**src/rtl/zy_pkg.sv**
```systemverilog
// Shared types and constants for the pipeline hazard controller.
package zy_pkg;

    typedef enum logic [0:0] {
        RUN     = 1'b0,
        MD_WAIT = 1'b1
    } hz_state_t;

    localparam int         MD_CNT_W = 4;
    localparam logic [4:0] REG_X0   = 5'd0;

endpackage

```
**src/rtl/hazard_detect.sv**
```systemverilog
// Combinational decode of load-use hazards and EX-resolved control redirects.
module hazard_detect (
    input  logic [4:0] id_rs1,
    input  logic [4:0] id_rs2,
    input  logic       id_use_rs1,
    input  logic       id_use_rs2,
    input  logic [4:0] ex_rd,
    input  logic       ex_regw,
    input  logic       ex_memr,
    input  logic       ex_br_taken,
    input  logic       ex_jump,
    output logic       load_use,
    output logic       redir
);
    import zy_pkg::*;

    logic rs1_hit;
    logic rs2_hit;

    always_comb begin
        rs1_hit  = id_use_rs1 && (id_rs1 == ex_rd);
        rs2_hit  = id_use_rs2 && (id_rs2 == ex_rd);
        // x0 reads are constant zero, so a load targeting x0 never stalls
        load_use = ex_memr && ex_regw && (ex_rd != REG_X0) && (rs1_hit || rs2_hit);
        redir    = ex_br_taken || ex_jump;
    end

endmodule

```
**src/rtl/pipe_hazard_ctrl.sv**
```systemverilog
// Stall/flush sequencer for the 5-stage pipeline: load-use, redirect, mul/div, dmem wait.
// Optional performance counters are enabled with the PIPE_HAZARD_PERF_EN macro.
//
//   state   | meaning
//   --------+---------------------------------------------------------
//   RUN     | normal flow; redirect, md start and load-use evaluated
//   MD_WAIT | mul/div occupying EX; md_cnt counts down to completion
module pipe_hazard_ctrl #(
    parameter int MD_LATENCY = 4,
    parameter int XLEN       = 32
) (
    input  logic            clk,
    input  logic            rstn,
    input  logic [4:0]      id_rs1,
    input  logic [4:0]      id_rs2,
    input  logic            id_use_rs1,
    input  logic            id_use_rs2,
    input  logic [4:0]      ex_rd,
    input  logic            ex_regw,
    input  logic            ex_memr,
    input  logic            ex_br_taken,
    input  logic            ex_jump,
    input  logic [XLEN-1:0] ex_target,
    input  logic            ex_md_start,
    input  logic            dmem_wait,
    output logic            pc_hold,
    output logic            pc_redirect,
    output logic [XLEN-1:0] pc_target,
    output logic            ifid_hold,
    output logic            ifid_flush,
    output logic            idex_hold,
    output logic            idex_flush,
    output logic            exmem_hold,
    output logic            exmem_flush,
    output logic            md_busy,
    output logic            md_done
`ifdef PIPE_HAZARD_PERF_EN
    ,
    output logic [31:0]     perf_stall_cyc,
    output logic [31:0]     perf_flush_cnt,
    output logic [31:0]     perf_md_cnt
`endif
);
    import zy_pkg::*;

    localparam logic [MD_CNT_W-1:0] MD_LOAD = MD_CNT_W'(MD_LATENCY - 1);
    localparam logic [MD_CNT_W-1:0] MD_ONE  = MD_CNT_W'(1);

    hz_state_t           state;
    logic [MD_CNT_W-1:0] md_cnt;
    logic                load_use;
    logic                redir;
    logic                md_last;

    hazard_detect u_hazard_detect (
        .id_rs1      (id_rs1),
        .id_rs2      (id_rs2),
        .id_use_rs1  (id_use_rs1),
        .id_use_rs2  (id_use_rs2),
        .ex_rd       (ex_rd),
        .ex_regw     (ex_regw),
        .ex_memr     (ex_memr),
        .ex_br_taken (ex_br_taken),
        .ex_jump     (ex_jump),
        .load_use    (load_use),
        .redir       (redir)
    );

    // Treating 0 as "last" keeps a corrupted count from locking the FSM in MD_WAIT
    assign md_last = (md_cnt <= MD_ONE);

    always_ff @(posedge clk or negedge rstn) begin
        if (!rstn) begin
            state  <= RUN;
            md_cnt <= '0;
        end else if (!dmem_wait) begin
            case (state)
                RUN: begin
                    if (!redir && ex_md_start) begin
                        state  <= MD_WAIT;
                        md_cnt <= MD_LOAD;
                    end
                end
                MD_WAIT: begin
                    if (md_last) begin
                        state  <= RUN;
                        md_cnt <= '0;
                    end else begin
                        md_cnt <= md_cnt - 1'b1;
                    end
                end
                default: begin
                    state  <= RUN;
                    md_cnt <= '0;
                end
            endcase
        end
    end

    always_comb begin
        pc_hold     = 1'b0;
        pc_redirect = 1'b0;
        pc_target   = '0;
        ifid_hold   = 1'b0;
        ifid_flush  = 1'b0;
        idex_hold   = 1'b0;
        idex_flush  = 1'b0;
        exmem_hold  = 1'b0;
        exmem_flush = 1'b0;
        md_done     = 1'b0;
        md_busy     = (state == MD_WAIT);

        if (dmem_wait) begin
            pc_hold    = 1'b1;
            ifid_hold  = 1'b1;
            idex_hold  = 1'b1;
            exmem_hold = 1'b1;
        end else if (state == MD_WAIT) begin
            // Bubble EX/MEM until the result is ready, then let it capture
            pc_hold     = 1'b1;
            ifid_hold   = 1'b1;
            idex_hold   = 1'b1;
            md_done     = md_last;
            exmem_flush = !md_last;
        end else if (redir) begin
            pc_redirect = 1'b1;
            pc_target   = ex_target;
            ifid_flush  = 1'b1;
            idex_flush  = 1'b1;
        end else if (ex_md_start) begin
            pc_hold     = 1'b1;
            ifid_hold   = 1'b1;
            idex_hold   = 1'b1;
            exmem_flush = 1'b1;
        end else if (load_use) begin
            pc_hold    = 1'b1;
            ifid_hold  = 1'b1;
            idex_flush = 1'b1;
        end
    end

`ifdef PIPE_HAZARD_PERF_EN
    always_ff @(posedge clk or negedge rstn) begin
        if (!rstn) begin
            perf_stall_cyc <= '0;
            perf_flush_cnt <= '0;
            perf_md_cnt    <= '0;
        end else begin
            if (pc_hold)     perf_stall_cyc <= perf_stall_cyc + 32'd1;
            if (pc_redirect) perf_flush_cnt <= perf_flush_cnt + 32'd1;
            if (md_done)     perf_md_cnt    <= perf_md_cnt + 32'd1;
        end
    end
`endif

endmodule

```
**config.mk**
```make
export PLATFORM = sky130hd
export DESIGN_NAME = pipe_hazard_ctrl
export DESIGN_NICKNAME = d
export VERILOG_FILES = /design/src/rtl/zy_pkg.sv /design/src/rtl/hazard_detect.sv /design/src/rtl/pipe_hazard_ctrl.sv
export SDC_FILE = /design/constraint.sdc
export NUM_CORES = 1
export LEC_CHECK = 0
export BUFFER_PORTS_ARGS = -buffer_cell sky130_fd_sc_hd__buf_2
export CORE_MARGIN = 3
export CORE_UTILIZATION = 33
export CTS_CLUSTER_DIAMETER = 150
export DETAILED_ROUTE_END_ITERATION = 8
export GPL_TIMING_DRIVEN = 0
export PLACE_DENSITY = 0.92
export SYNTH_ARGS = -nofsm -noshare
export SYNTH_HDL_FRONTEND = slang
export SYNTH_SLANG_ARGS = --single-unit
```
**constraint.sdc**
```tcl
create_clock -name clk -period 2.26 [get_ports clk]
set_clock_uncertainty 0.05 [all_clocks]
set_input_delay 0.226 -clock clk [delete_from_list [all_inputs] [get_ports clk]]
set_output_delay 0.226 -clock clk [all_outputs]
set_load 0.05 [all_outputs]
```
; ---- Word level (Yosys, flattened, before mapping)
; Index checks and enable logic that the tools add are counted.
; W data, S select, Z words.
[classes]
addsub = 1
magnitude_cmp = 1
eq_ne = 3
n_mux = 30
bitwise_logic = 2
n_reduce_logical = 12
[op_table]
columns = cell, count
row1 = $mux W32, 3
row2 = $mux W1, 23
row3 = $eq A5 B5 Y1, 2
row4 = $mux W4, 2
row5 = $pmux W4 S2, 1
row6 = $logic_and A1 B1 Y1, 6
row7 = $reduce_bool A5 Y1, 1
row8 = $le A4 B1 Y1 const B, 1
row9 = $sub A4 B1 Y4 const B, 1
row10 = $logic_not A1 Y1, 2
row11 = $logic_or A1 B1 Y1, 2
row12 = $ne A2 B2 Y1 const B, 1
row13 = $not A1 Y1, 2
row14 = $pmux W1 S2, 1
row15 = $reduce_and A2 Y1, 1
[word_totals]
ff_bits = 5
inputBits = 57
output_inout_bits = 42

; ---- Longest topological paths before layout
; Gate-level depths: netlist of run 1.
[logic_depth]
word_depth = 9
depth_mapped = 6
depth_no_buf = 6

; ---- Modules after synthesis
; From an unflattened synthesis of run 1, not the netlist that was laid out.
[hier_totals]
cells_unflattened = 95
hier_area_um2 = 710.7
[by_module_without_submodules]
columns = module, instances, cells_per_inst, area_each_um2, seq_area_each_um2
row1 = pipe_hazard_ctrl, 1, 77, 569.3, 125.1
row2 = hazard_detect, 1, 18, 141.4, 0.0

; ---- Worst setup path before layout of run 1
; Ideal clock, no wire load.
[synth_path]
path_type = reg2reg
startpoint = register state, in the netlist md_busy
endpoint = register state, in the netlist md_busy
arrival_time_ns = 2.622
required_ns = 2.008
setup_slack_ns = -0.614
path_stages_with_launch = 5
path_buffers = 1
cell_sequence = dfrtp_1 buf_2 nand2b_1 nor4_1 nor2_1
[synth_between]
elab_chain_len = 2
[synth_lines]
columns = element, line_no
row1 = from (decl), pipe_hazard_ctrl.sv:49  ; hz_state_t state;
row2 = from (signal assigned), pipe_hazard_ctrl.sv:74  ; state <= RUN;
row3 = from (signal assigned), pipe_hazard_ctrl.sv:80  ; state <= MD_WAIT;
row4 = from (signal assigned), pipe_hazard_ctrl.sv:86  ; state <= RUN;
row5 = $not A1 Y1, --
row6 = $pmux W1 S2 *, pipe_hazard_ctrl.sv:77  ; case (state)
; Mark *: on every way between the ends. The rest lies on a longest branch, timed or not.
; A chain may end at the register's enable or synchronous reset.

; ---- Worst setup path after layout of run 1
[layout_path]
startpoint = register md_cnt[0]
endpoint = output exmem_flush
[layout_between]
elab_chain_len = 4
[layout_lines]
columns = element, line_no
row1 = from (decl), pipe_hazard_ctrl.sv:50  ; logic [MD_CNT_W-1:0] md_cnt;
row2 = from (signal assigned), pipe_hazard_ctrl.sv:89  ; md_cnt <= md_cnt - 1'b1;
row3 = $le A4 B1 Y1, pipe_hazard_ctrl.sv:70  ; assign md_last = (md_cnt <= MD_ONE);
row4 = $logic_not A1 Y1, pipe_hazard_ctrl.sv:124  ; exmem_flush = !md_last;
row5 = $mux W1, pipe_hazard_ctrl.sv:118  ; end else if (state == MD_WAIT) begin
row6 = $mux W1, pipe_hazard_ctrl.sv:113  ; if (dmem_wait) begin
row7 = to (decl), pipe_hazard_ctrl.sv:34  ; output logic exmem_flush,
; No other way between the ends.

==> results by group, run 1 <==
Cells and area
  – # fillers: 184
  – Share of layout cells above drive strength 1: 56.22%
  – Final #Nets: 261
  – ANT cells: 0
  – Register area: 125.1 um^2
  – Multi-input combinational cell area: 558.0 um^2
  – Area grow syn2layout: 77.34%
  – Final Util: 63.79%
  – Fin area: 1303 um^2

Power and ir drop
  – P per Cell Area: 935.1 nW/um^2
  – Worst vdd ir: 0.5741 mV
  – Leakage: 0.7794 nW

Place
  – IO buf count: 98
  – Post-place setup slack: 0.4802 ns
  – Post-DP HPWL: 2.247 mm
  – Final GP Congestion: 0.7467
  – DP Area: 1265 um^2

Synthesis
  – XOR/XNOR Fraction of Synth Area: 11.93%
  – Main synth FF type: dfrtp_1
  – Synth Net Count: 157
  – FFs w/ async S/R, synth: 100.0%
  – Yosys top cell area share: 27.26%
  – Post-Synth Adder-Cell Area: 3.407%
  – Synth top area cells: and2_1, dfrtp_1, xor2_1, ha_1, buf_4
  – Sequential-to-total area share from yosys stat: 17.04%
  – Synthesis Warnings: 0
  – Count leader, synth: and2_1
  – Post-Syn Area: 734.5 um^2
  – Post-synth EDFFs: 0
  – Compound-Gate Fraction of Synth Area: 13.63%
  – Syn avg cell area: 7.494 um^2
  – Simple-Gate Fraction of Synth Area: 46.17%
  – Mux cell area share after synthesis: 0%
  – Area leader, netlist: and2_1
  – Seq cells post-synth: 5
  – Main combinational cell family by area after synthesis: simple AND/OR/NAND/NOR gates
  – Post-synth cell types: 32
  – Mapped Cells: 98
  – Post-synth top cells: and2_1, xor2_1, dfrtp_1, nor2_1

Worst setup path
  – Worst R2R Start: md_cnt[0]
  – Crit-path max FO: 4
  – Crit-path max cell delay: 0.41 ns
  – Setup crit end kind: primary output
  – Worst Setup Path Type: flip-flop to primary output
  – Register-to-Register Path Depth: 6
  – Setup crit start: md_cnt[0]
  – Critical-path top delay cell: dfrtp_1
  – WP data required: 1.98 ns
  – Critical path cell sequence: inv_1 -> ha_1 -> nor2_1 -> nor3_1 -> a21oi_1 -> buf_2
  – Type of origin of the critical path: flip-flop
  – Crit path DAT: 1.73 ns

STA
  – Setup tns final: 0 ns
  – Slew margin rel.: 64.49%
  – Final Max Slew Viols: 0
  – Final worst slack: 0.2549 ns
  – Highest clock rate: 498.7 MHz
  – Worst-margin pin slew: 0.5271 ns
  – Period utilization: 88.72%
  – Min cycle time layout: 2.005 ns
  – RSZ-0062 raised after global routing: no
  – Setup violators final: 0
  – Hold violation count in the final report: 0

CTS
  – CTS root buffer: clkbuf_4
  – CTS Sinks: 5
  – CTS tree: yes
  – Clk_lat worst skew: 0.24 ns
  – Cts bufs inserted: 3
  – Post-CTS setup buffers: 0
  – Clock Path Buffers: 2
  – CTS HTree Levels: 1
  – Post_cts resized: 0
  – Clk slew on worst S/H paths: 0.05 ns

Job
  – Max Cap Violations: 0

Floorplanning
  – Core ar.: 2042 um^2
  – Row count: 16
  – Die area: 2828 um^2
  – Die X: 53.18 um
  – Initial Utilization: 35.97%
  – Die height: 53.18 um
  – Ports: 99

Hold path
  – Worst hold start: ex_md_start
  – Hold Crit Class: input pin to flip-flop
  – Worst hold path depth: 3

Global routing
  – Grt ovf: 0
  – GRT Total Usage: 16.99%
  – First-pass GRT wire length: 3.684 mm
  – Largest net degree at the start of global routing: 12
  – Vias in the first global route: 913
  – Antenna violations before repair: 0

Drt
  – Initial drt markers: 6
  – Total vias in the final route: 1008
  – Post-route DRC: 0
  – DR WL/cell: 11.00 um
  – Iteration count of the initial detailed-routing pass: 4
  – Drt total wl: 2.508 mm
  – ANT nets after route: 0
  – Via-to-Cell Ratio: 4.421

Status
  – Status: complete, no violations
==> critical path, delay by kind of cell (launching register included) <==
family,cells,cell delay (ns)
AO/OA/AOI/OAI,1,0.13
buffers and inverters,2,0.33
flip-flops,1,0.41
AND/OR/NAND/NOR,2,0.42
adder cells (fa/ha/maj),1,0.21
==> logic make-up after synthesis <==
logic type	Yosys count
compound gates	15
xor+xnor	10
fa+ha+maj	2
buf+inv	11
flops	5
simple gates	55
==> worst paths after layout <==
kind | end | slack, ns
max | exmem_flush | 0.25
min | md_busy | 0.26
max reg2reg | md_cnt[1] | 0.66
min reg2reg | md_cnt[0] | 0.54
max in group asynchronous | md_cnt[3] | 1.75
min in group asynchronous | md_busy | 0.28
==> power by group <==
group          switching [mW]  internal (mW)  total [mW]
clock                  0.0412         0.0642       0.105
combinational           0.683          0.272       0.956
sequential             0.0314          0.125       0.157
==> through the flow <==
step / hold slack, ns / power (mW) / std cells
after floorplan: -0.1196 / 0.8861 / 98
after global placement: -0.009193 / 1.100 / 223
after detailed placement: -0.004072 / 1.116 / 223
after CTS: 0.2511 / 1.230 / 228
after global routing: 0.2596 / 1.305 / 228
final: 0.2558 / 1.218 / 228
==> layer usage <==
metal	wire, um	global-route usage [%]	vias up
met5	0	0	-
met4	0	2.979	0
met3	201	4.225	0
met2	1315	30.58	47
met1	991	20.30	429
li1	-	-	532
==> layout by cell type, fill, tap and decap left out, types with 2 or more instances in the layout <==
master and instances:
nor4_2 2, nand4_1 2, xnor2_1 2, buf_2 100, inv_1 4, clkbuf_4 3
o21ai_0 3, nor3_1 4, buf_4 3, dfrtp_1 5, o31ai_1 2, clkbuf_2 2
nand2b_1 2, a21oi_1 2, nand2_1 2, and2_1 32, ha_1 2, xor2_1 8
nor2_1 5
==> registers in the layout (all words and copies together) (netlist names) <==
name and flops:
md_busy 1, md_cnt 4
==> timing repair <==
action                                  in CTS  in global routing
hold buffers                                 1                  0
hold endpoints to repair                     5                  0
endpoints found under the setup margin       0                  0
==> area by class of cell <==
| type | count | area share (%) |
|---|---|---|
| multi-input combinational | 82 | 42.84 |
| clock inverter | 1 | 0.3842 |
| tap | 27 | 2.594 |
| inverter | 4 | 1.153 |
| buffer | 7 | 3.266 |
| timing repair buffer | 99 | 38.42 |
| sequential | 5 | 9.606 |
| clock buffer | 3 | 1.729 |
(Power assumes the default switching activity.)
==> inputs of run 2 (changes only) <==
--- a/config.mk
+++ b/config.mk
@@ -5,13 +5,14 @@
 export SDC_FILE = /design/constraint.sdc
 export NUM_CORES = 1
 export LEC_CHECK = 0
+export ABC_AREA = 1
 export BUFFER_PORTS_ARGS = -buffer_cell sky130_fd_sc_hd__buf_2
 export CORE_MARGIN = 3
-export CORE_UTILIZATION = 33
+export CORE_UTILIZATION = 37
 export CTS_CLUSTER_DIAMETER = 150
 export DETAILED_ROUTE_END_ITERATION = 8
 export GPL_TIMING_DRIVEN = 0
-export PLACE_DENSITY = 0.92
+export PLACE_DENSITY = 0.94
 export SYNTH_ARGS = -nofsm -noshare
 export SYNTH_HDL_FRONTEND = slang
 export SYNTH_SLANG_ARGS = --single-unit
==> run 2 against run 1 <==
Net effect: critical path depth did not move; flip-flop and latch count did not move; sequential share of layout area is 1.2 points lower; utilization up 3.0 points; die area rose by 6.0%; hold slack gained 0.015 ns; final area rose by 15%; area after synthesis is 20% higher; critical path type unchanged; largest cell class is now buffers.
==> results by group, run 2 <==
Floorplanning
  – Die X: 54.76 um
  – Ports: 99
  – Initial Utilization: 39.38%
  – Row count: 17
  – Core ar.: 2233 um^2
  – Die area: 2998 um^2
  – Die height: 54.76 um

Synthesis
  – Seq cells post-synth: 5
  – Syn avg cell area: 5.114 um^2
  – Synth Net Count: 231
  – Post-synth top cells: inv_1, nor2_1, nand2_1, nor2_2
  – Synthesis Warnings: 0
  – Sequential-to-total area share from yosys stat: 14.22%
  – Yosys top cell area share: 23.04%
  – Post-synth EDFFs: 0
  – FFs w/ async S/R, synth: 100.0%
  – Synth top area cells: inv_1, nor2_1, dfrtp_1, nand2_1, nor2_2
  – Count leader, synth: inv_1
  – Area leader, netlist: inv_1
  – Post-synth cell types: 20
  – Main synth FF type: dfrtp_1
  – Mapped Cells: 172
  – Post-Syn Area: 879.6 um^2

Place
  – IO buf count: 98
  – Post-DP HPWL: 2.467 mm
  – Final GP Congestion: 0.8925
  – Placed Instances: 298

STA
  – Highest clock rate: 502.2 MHz
  – RSZ-0062 raised after global routing: no
  – Hold violation count in the final report: 0
  – Setup violators final: 0
  – Slew margin rel.: 79.64%
  – WHS: 0.2708 ns
  – Final Max Slew Viols: 0
  – Period utilization: 88.11%
  – Worst-margin pin slew: 0.3041 ns
  – Min cycle time layout: 1.991 ns

CTS
  – CTS root buffer: clkbuf_4
  – Cts bufs inserted: 3
  – CTS tree: yes
  – CTS Sinks: 5
  – Clk slew on worst S/H paths: 0.04 ns
  – Clk_lat worst skew: 0.23 ns
  – CTS HTree Levels: 1
  – Clock Path Buffers: 2
  – Post_cts resized: 0

Drt
  – Drt total wl: 2.732 mm
  – Total vias in the final route: 1215
  – ANT nets after route: 0
  – Via-to-Cell Ratio: 4.010
  – Initial drt markers: 11
  – Iteration count of the initial detailed-routing pass: 4
  – Post-route DRC: 0
  – DR WL/cell: 9.017 um

Cells and area
  – Commonest non-fill, non-tap cell in the layout: buf_2
  – Top reg by flops: md_cnt
  – # fillers: 212
  – Area grow syn2layout: 69.56%
  – Max reg flops: 4
  – Leading cell types in the layout, fill and taps excluded: buf_2, inv_1, nand2_1, nor2_2, nor2_1
  – Final Util: 66.78%
  – ANT cells: 0
  – Share of layout cells above drive strength 1: 51.27%
  – Non-Filler Instances: 303
  – Final #Nets: 335

Worst setup path
  – Crit path DAT: 1.72 ns
  – FF-to-FF setup slack: 0.78 ns
  – WP data required: 1.98 ns
  – Worst Setup Path Type: flip-flop to primary output
  – Crit-path max FO: 4
  – Setup crit end kind: primary output
  – Type of origin of the critical path: flip-flop

Power and ir drop
  – Worst vdd ir: 0.6763 mV
  – Leakage: 1.076 nW
  – P per Cell Area: 751.1 nW/um^2

Global routing
  – Grt ovf: 0
  – Vias in the first global route: 982
  – Antenna violations before repair: 0
  – First-pass GRT wire length: 3.857 mm
  – Largest net degree at the start of global routing: 11
  – GRT Total Usage: 17.28%

Status
  – Status: complete, no violations

Job
  – Max Cap Violations: 0

Hold path
  – Hold Crit Class: input pin to flip-flop
==> run 2: changes by cell type in the layout (fill, tap and decap cells not counted), moves of 3 or more <==
cell / previous run / this run
and2_1: 32 / 0
buf_6: 0 / 3
inv_1: 4 / 54
inv_2: 0 / 3
nand2_1: 2 / 33
nand2_2: 0 / 3
nand3_1: 0 / 5
nor2_1: 5 / 20
nor2_2: 0 / 25
nor3_1: 4 / 1
xor2_1: 8 / 1
==> run 2: area by class of cell <==
cell class,count,area (um^2),area share [%]
clock buffers,4,26.28,1.762
well taps,28,35.03,2.349
plain buffers,6,56.30,3.775
multi-input cells,104,534.3,35.82
flip-flops and latches,5,125.1,8.389
repair buffers,99,500.5,33.56
inverters,57,214.0,14.35
==> run 2: critical path, stage by stage, from the launching register on <==
cell	delay [ns]
dfrtp_1	0.34
inv_1	0.07
ha_1	0.24
o211ai_1	0.29
nor2_1	0.09
nor2_2	0.16
buf_2	0.29
==> run 2: per-layer routing <==
layer  up-vias  global-route usage, %  wire length [um]
met4         0                  7.054                40
met2        49                  32.09              1360
met1       481                  18.76              1028
met3         2                  3.270               302
li1        683                      -                 -
met5         -                      0                 0
==> run 2: kinds of logic (layout without fill, tap and decap cells) <==
family / Yosys count / after routing / synth area share, %
compound gates: 10 / 10 / 5.973
xor+xnor: 1 / 1 / 0.9959
fa+ha+maj: 2 / 2 / 2.844
buf+inv: 63 / 166 / 30.72
flops: 5 / 5 / 14.22
simple gates: 91 / 91 / 45.23
==> run 2: metrics by stage <==
step                      setup slack, ns  power (mW)  cell area (um^2)  TNS [ns]
after floorplan                   -0.2112      0.8263             929.6    -1.394
after global placement             0.5466       1.016              1455         0
after detailed placement           0.5245       1.029              1455         0
after CTS                          0.2655       1.132              1491         0
after global routing               0.1530       1.213              1491         0
final                              0.2688       1.120              1491         0
==> run 2: path summary, 6_finish.rpt <==
| path | from | to | cells after the start |
|---|---|---|---|
| min | dmem_wait | md_busy | 3 |
| max in group asynchronous | rstn | md_busy | 2 |
| min in group asynchronous | rstn | md_cnt[2] | 2 |
| max | md_cnt[0] | exmem_flush | 6 |
| min reg2reg | md_cnt[2] | md_cnt[2] | 2 |
| max reg2reg | md_cnt[0] | md_cnt[0] | 7 |
==> run 2: timing repair <==
item | in CTS | in global routing
hold buffers | 1 | 0
endpoints found under the hold margin | 5 | 0
setup buffers | 0 | 0
==> run 2: where the power goes <==
group / leakage (nW) / total [mW] / switching [mW] / internal [mW]
clock network: 0.0150 / 0.0975 / 0.0311 / 0.0664
registers: 0.0626 / 0.156 / 0.0275 / 0.128
logic: 0.999 / 0.867 / 0.630 / 0.237
total: 1.08 / 1.12 / 0.688 / 0.432
==> inputs of run 3 (changes only) <==
--- a/config.mk
+++ b/config.mk
@@ -13,6 +13,7 @@
 export DETAILED_ROUTE_END_ITERATION = 8
 export GPL_TIMING_DRIVEN = 0
 export PLACE_DENSITY = 0.94
+export RECOVER_POWER = 100
 export SYNTH_ARGS = -nofsm -noshare
 export SYNTH_HDL_FRONTEND = slang
 export SYNTH_SLANG_ARGS = --single-unit
==> run 3 against run 2 <==
Net effect: global-route usage unchanged; setup slack got worse by 0.058 ns; clock power about the same; via count increased by 0.16%; utilization decreased by 2.2 points; final area decreased by 3.3%; sequential power about the same; critical path depth decreased by 1; non-clock buffer count unchanged; fmax decreased by 2.8%; die area unchanged.
==> results by group, run 3 (same netlist as run 2, synthesis figures left out) <==
Status
  – Status: complete, no violations

CTS
  – Cts bufs inserted: 3
  – CTS HTree Levels: 1
  – Clk slew on worst S/H paths: 0.04 ns
  – CTS Sinks: 5
  – Clock Path Buffers: 2
  – CTS root buffer: clkbuf_4
  – CTS tree: yes
  – Post-CTS setup buffers: 0
  – Clk_lat worst skew: 0.23 ns

STA
  – Hold violation count in the final report: 0
  – Slew margin rel.: 57.27%
  – Period utilization: 90.65%
  – Highest clock rate: 488.1 MHz
  – Min cycle time layout: 2.049 ns
  – Worst-margin pin slew: 0.6437 ns
  – Setup violators final: 0
  – RSZ-0062 raised after global routing: no
  – WHS: 0.2711 ns
  – Final Max Slew Viols: 0

Drt
  – Iteration count of the initial detailed-routing pass: 4
  – Drt total wl: 2.741 mm
  – Post-route DRC: 0
  – Initial drt markers: 13
  – Via-to-Cell Ratio: 4.017
  – Total vias in the final route: 1217
  – DR WL/cell: 9.046 um
  – ANT nets after route: 0

Global routing
  – Vias in the first global route: 982
  – Antenna violations before repair: 0
  – Global route hottest layer: met2
  – Global-route met1 utilization: 18.76%
  – GRT Total Usage: 17.28%
  – Grt ovf: 0
  – Largest net degree at the start of global routing: 11
  – First-pass GRT wire length: 3.857 mm
  – M3 GR Usage: 3.270%
  – M2 GR Usage: 32.09%

Cells and area
  – Commonest non-fill, non-tap cell in the layout: buf_2
  – Final #Nets: 335
  – Top reg by flops: md_cnt
  – Final Util: 64.59%
  – Leading cell types in the layout, fill and taps excluded: buf_2, inv_1, clkbuf_1, nand2_1, nor2_2
  – ANT cells: 0
  – Area grow syn2layout: 64.01%
  – Max reg flops: 4
  – Share of layout cells above drive strength 1: 37.09%

Power and ir drop
  – P per Cell Area: 755.8 nW/um^2
  – Worst vdd ir: 0.6581 mV
  – Leakage: 0.9347 nW
  – Total power: 1.090 mW

Floorplanning
  – Core ar.: 2233 um^2
  – Die height: 54.76 um
  – Initial Utilization: 39.38%
  – Row count: 17
  – Die X: 54.76 um
  – Die area: 2998 um^2
  – Ports: 99

Worst setup path
  – Type of origin of the critical path: flip-flop
  – Crit-path max FO: 10
  – Setup crit end kind: primary output
  – Worst Setup Path Type: flip-flop to primary output
  – Crit path DAT: 1.77 ns
  – WP data required: 1.98 ns

Hold path
  – Hold Crit Class: input pin to flip-flop

Place
  – Final GP Congestion: 0.8925
  – IO buf count: 98
  – Post-DP HPWL: 2.467 mm

Job
  – Max Cap Violations: 0
-- run 3: cell types whose count changed in the layout (fill, tap and decap cells not counted) --
cell	delta
buf_2	-41
clkbuf_1	+37
clkbuf_2	+4
o21ai_0	+2
o21ai_1	-2
inv_1	+1
inv_2	-1
nor2_1	+1
nor2_2	-1
-- run 3: cell type report --
cell class,instances,area [um^2]
buffer,6,56.30
clock buffer,4,26.28
fill,239,790.8
inverter,57,214.0
multi-input combinational,104,531.8
sequential,5,125.1
tap,28,35.03
timing repair buffer,99,454.2
-- run 3: per-stage QoR --
step | setup WS, ns | area (um^2) | instances | TNS, ns
after floorplan | -0.2112 | 929.6 | 172 | -1.394
after global placement | 0.5466 | 1455 | 298 | 0
after detailed placement | 0.5245 | 1455 | 298 | 0
after CTS | 0.2655 | 1491 | 303 | 0
after global routing | 0.08860 | 1443 | 303 | 0
final | 0.2112 | 1443 | 303 | 0
-- run 3: worst max-delay path: stages (launching register included) --
cell and delay (ns):
dfrtp_1 0.44, nor3_4 0.26, inv_2 0.10, buf_6 0.16, nor2_1 0.10, clkbuf_1 0.48
-- run 3: worst paths after layout --
path / from / end / slack [ns] / cells past startpoint
worst max-delay path: md_busy / pc_target[20] / 0.21 / 5
min in group asynchronous: rstn / md_cnt[2] / 0.32 / 2
worst min-delay path: dmem_wait / md_busy / 0.27 / 3
worst max register to register: md_cnt[0] / md_cnt[0] / 0.73 / 7
max in group asynchronous: rstn / md_busy / 1.64 / 2
worst min register to register: md_cnt[2] / md_cnt[2] / 0.49 / 2
-- run 3: timing repair --
action	in CTS	in global routing
gates resized for setup	0	0
hold endpoints to repair	5	0
hold buffers	1	0
-- run 3: where the power goes --
part | internal [mW] | switching [mW]
clock network | 0.0664 | 0.0310
registers | 0.128 | 0.0262
logic | 0.210 | 0.629
total | 0.404 | 0.686
-- run 3: routing by layer --
metal / vias up / share of wire [%] / wire length [um]
li1: 683 / - / -
met1: 483 / 38 / 1034
met2: 49 / 49 / 1354
met3: 2 / 11 / 312
met4: 0 / 1.5 / 40
met5: - / 0 / 0
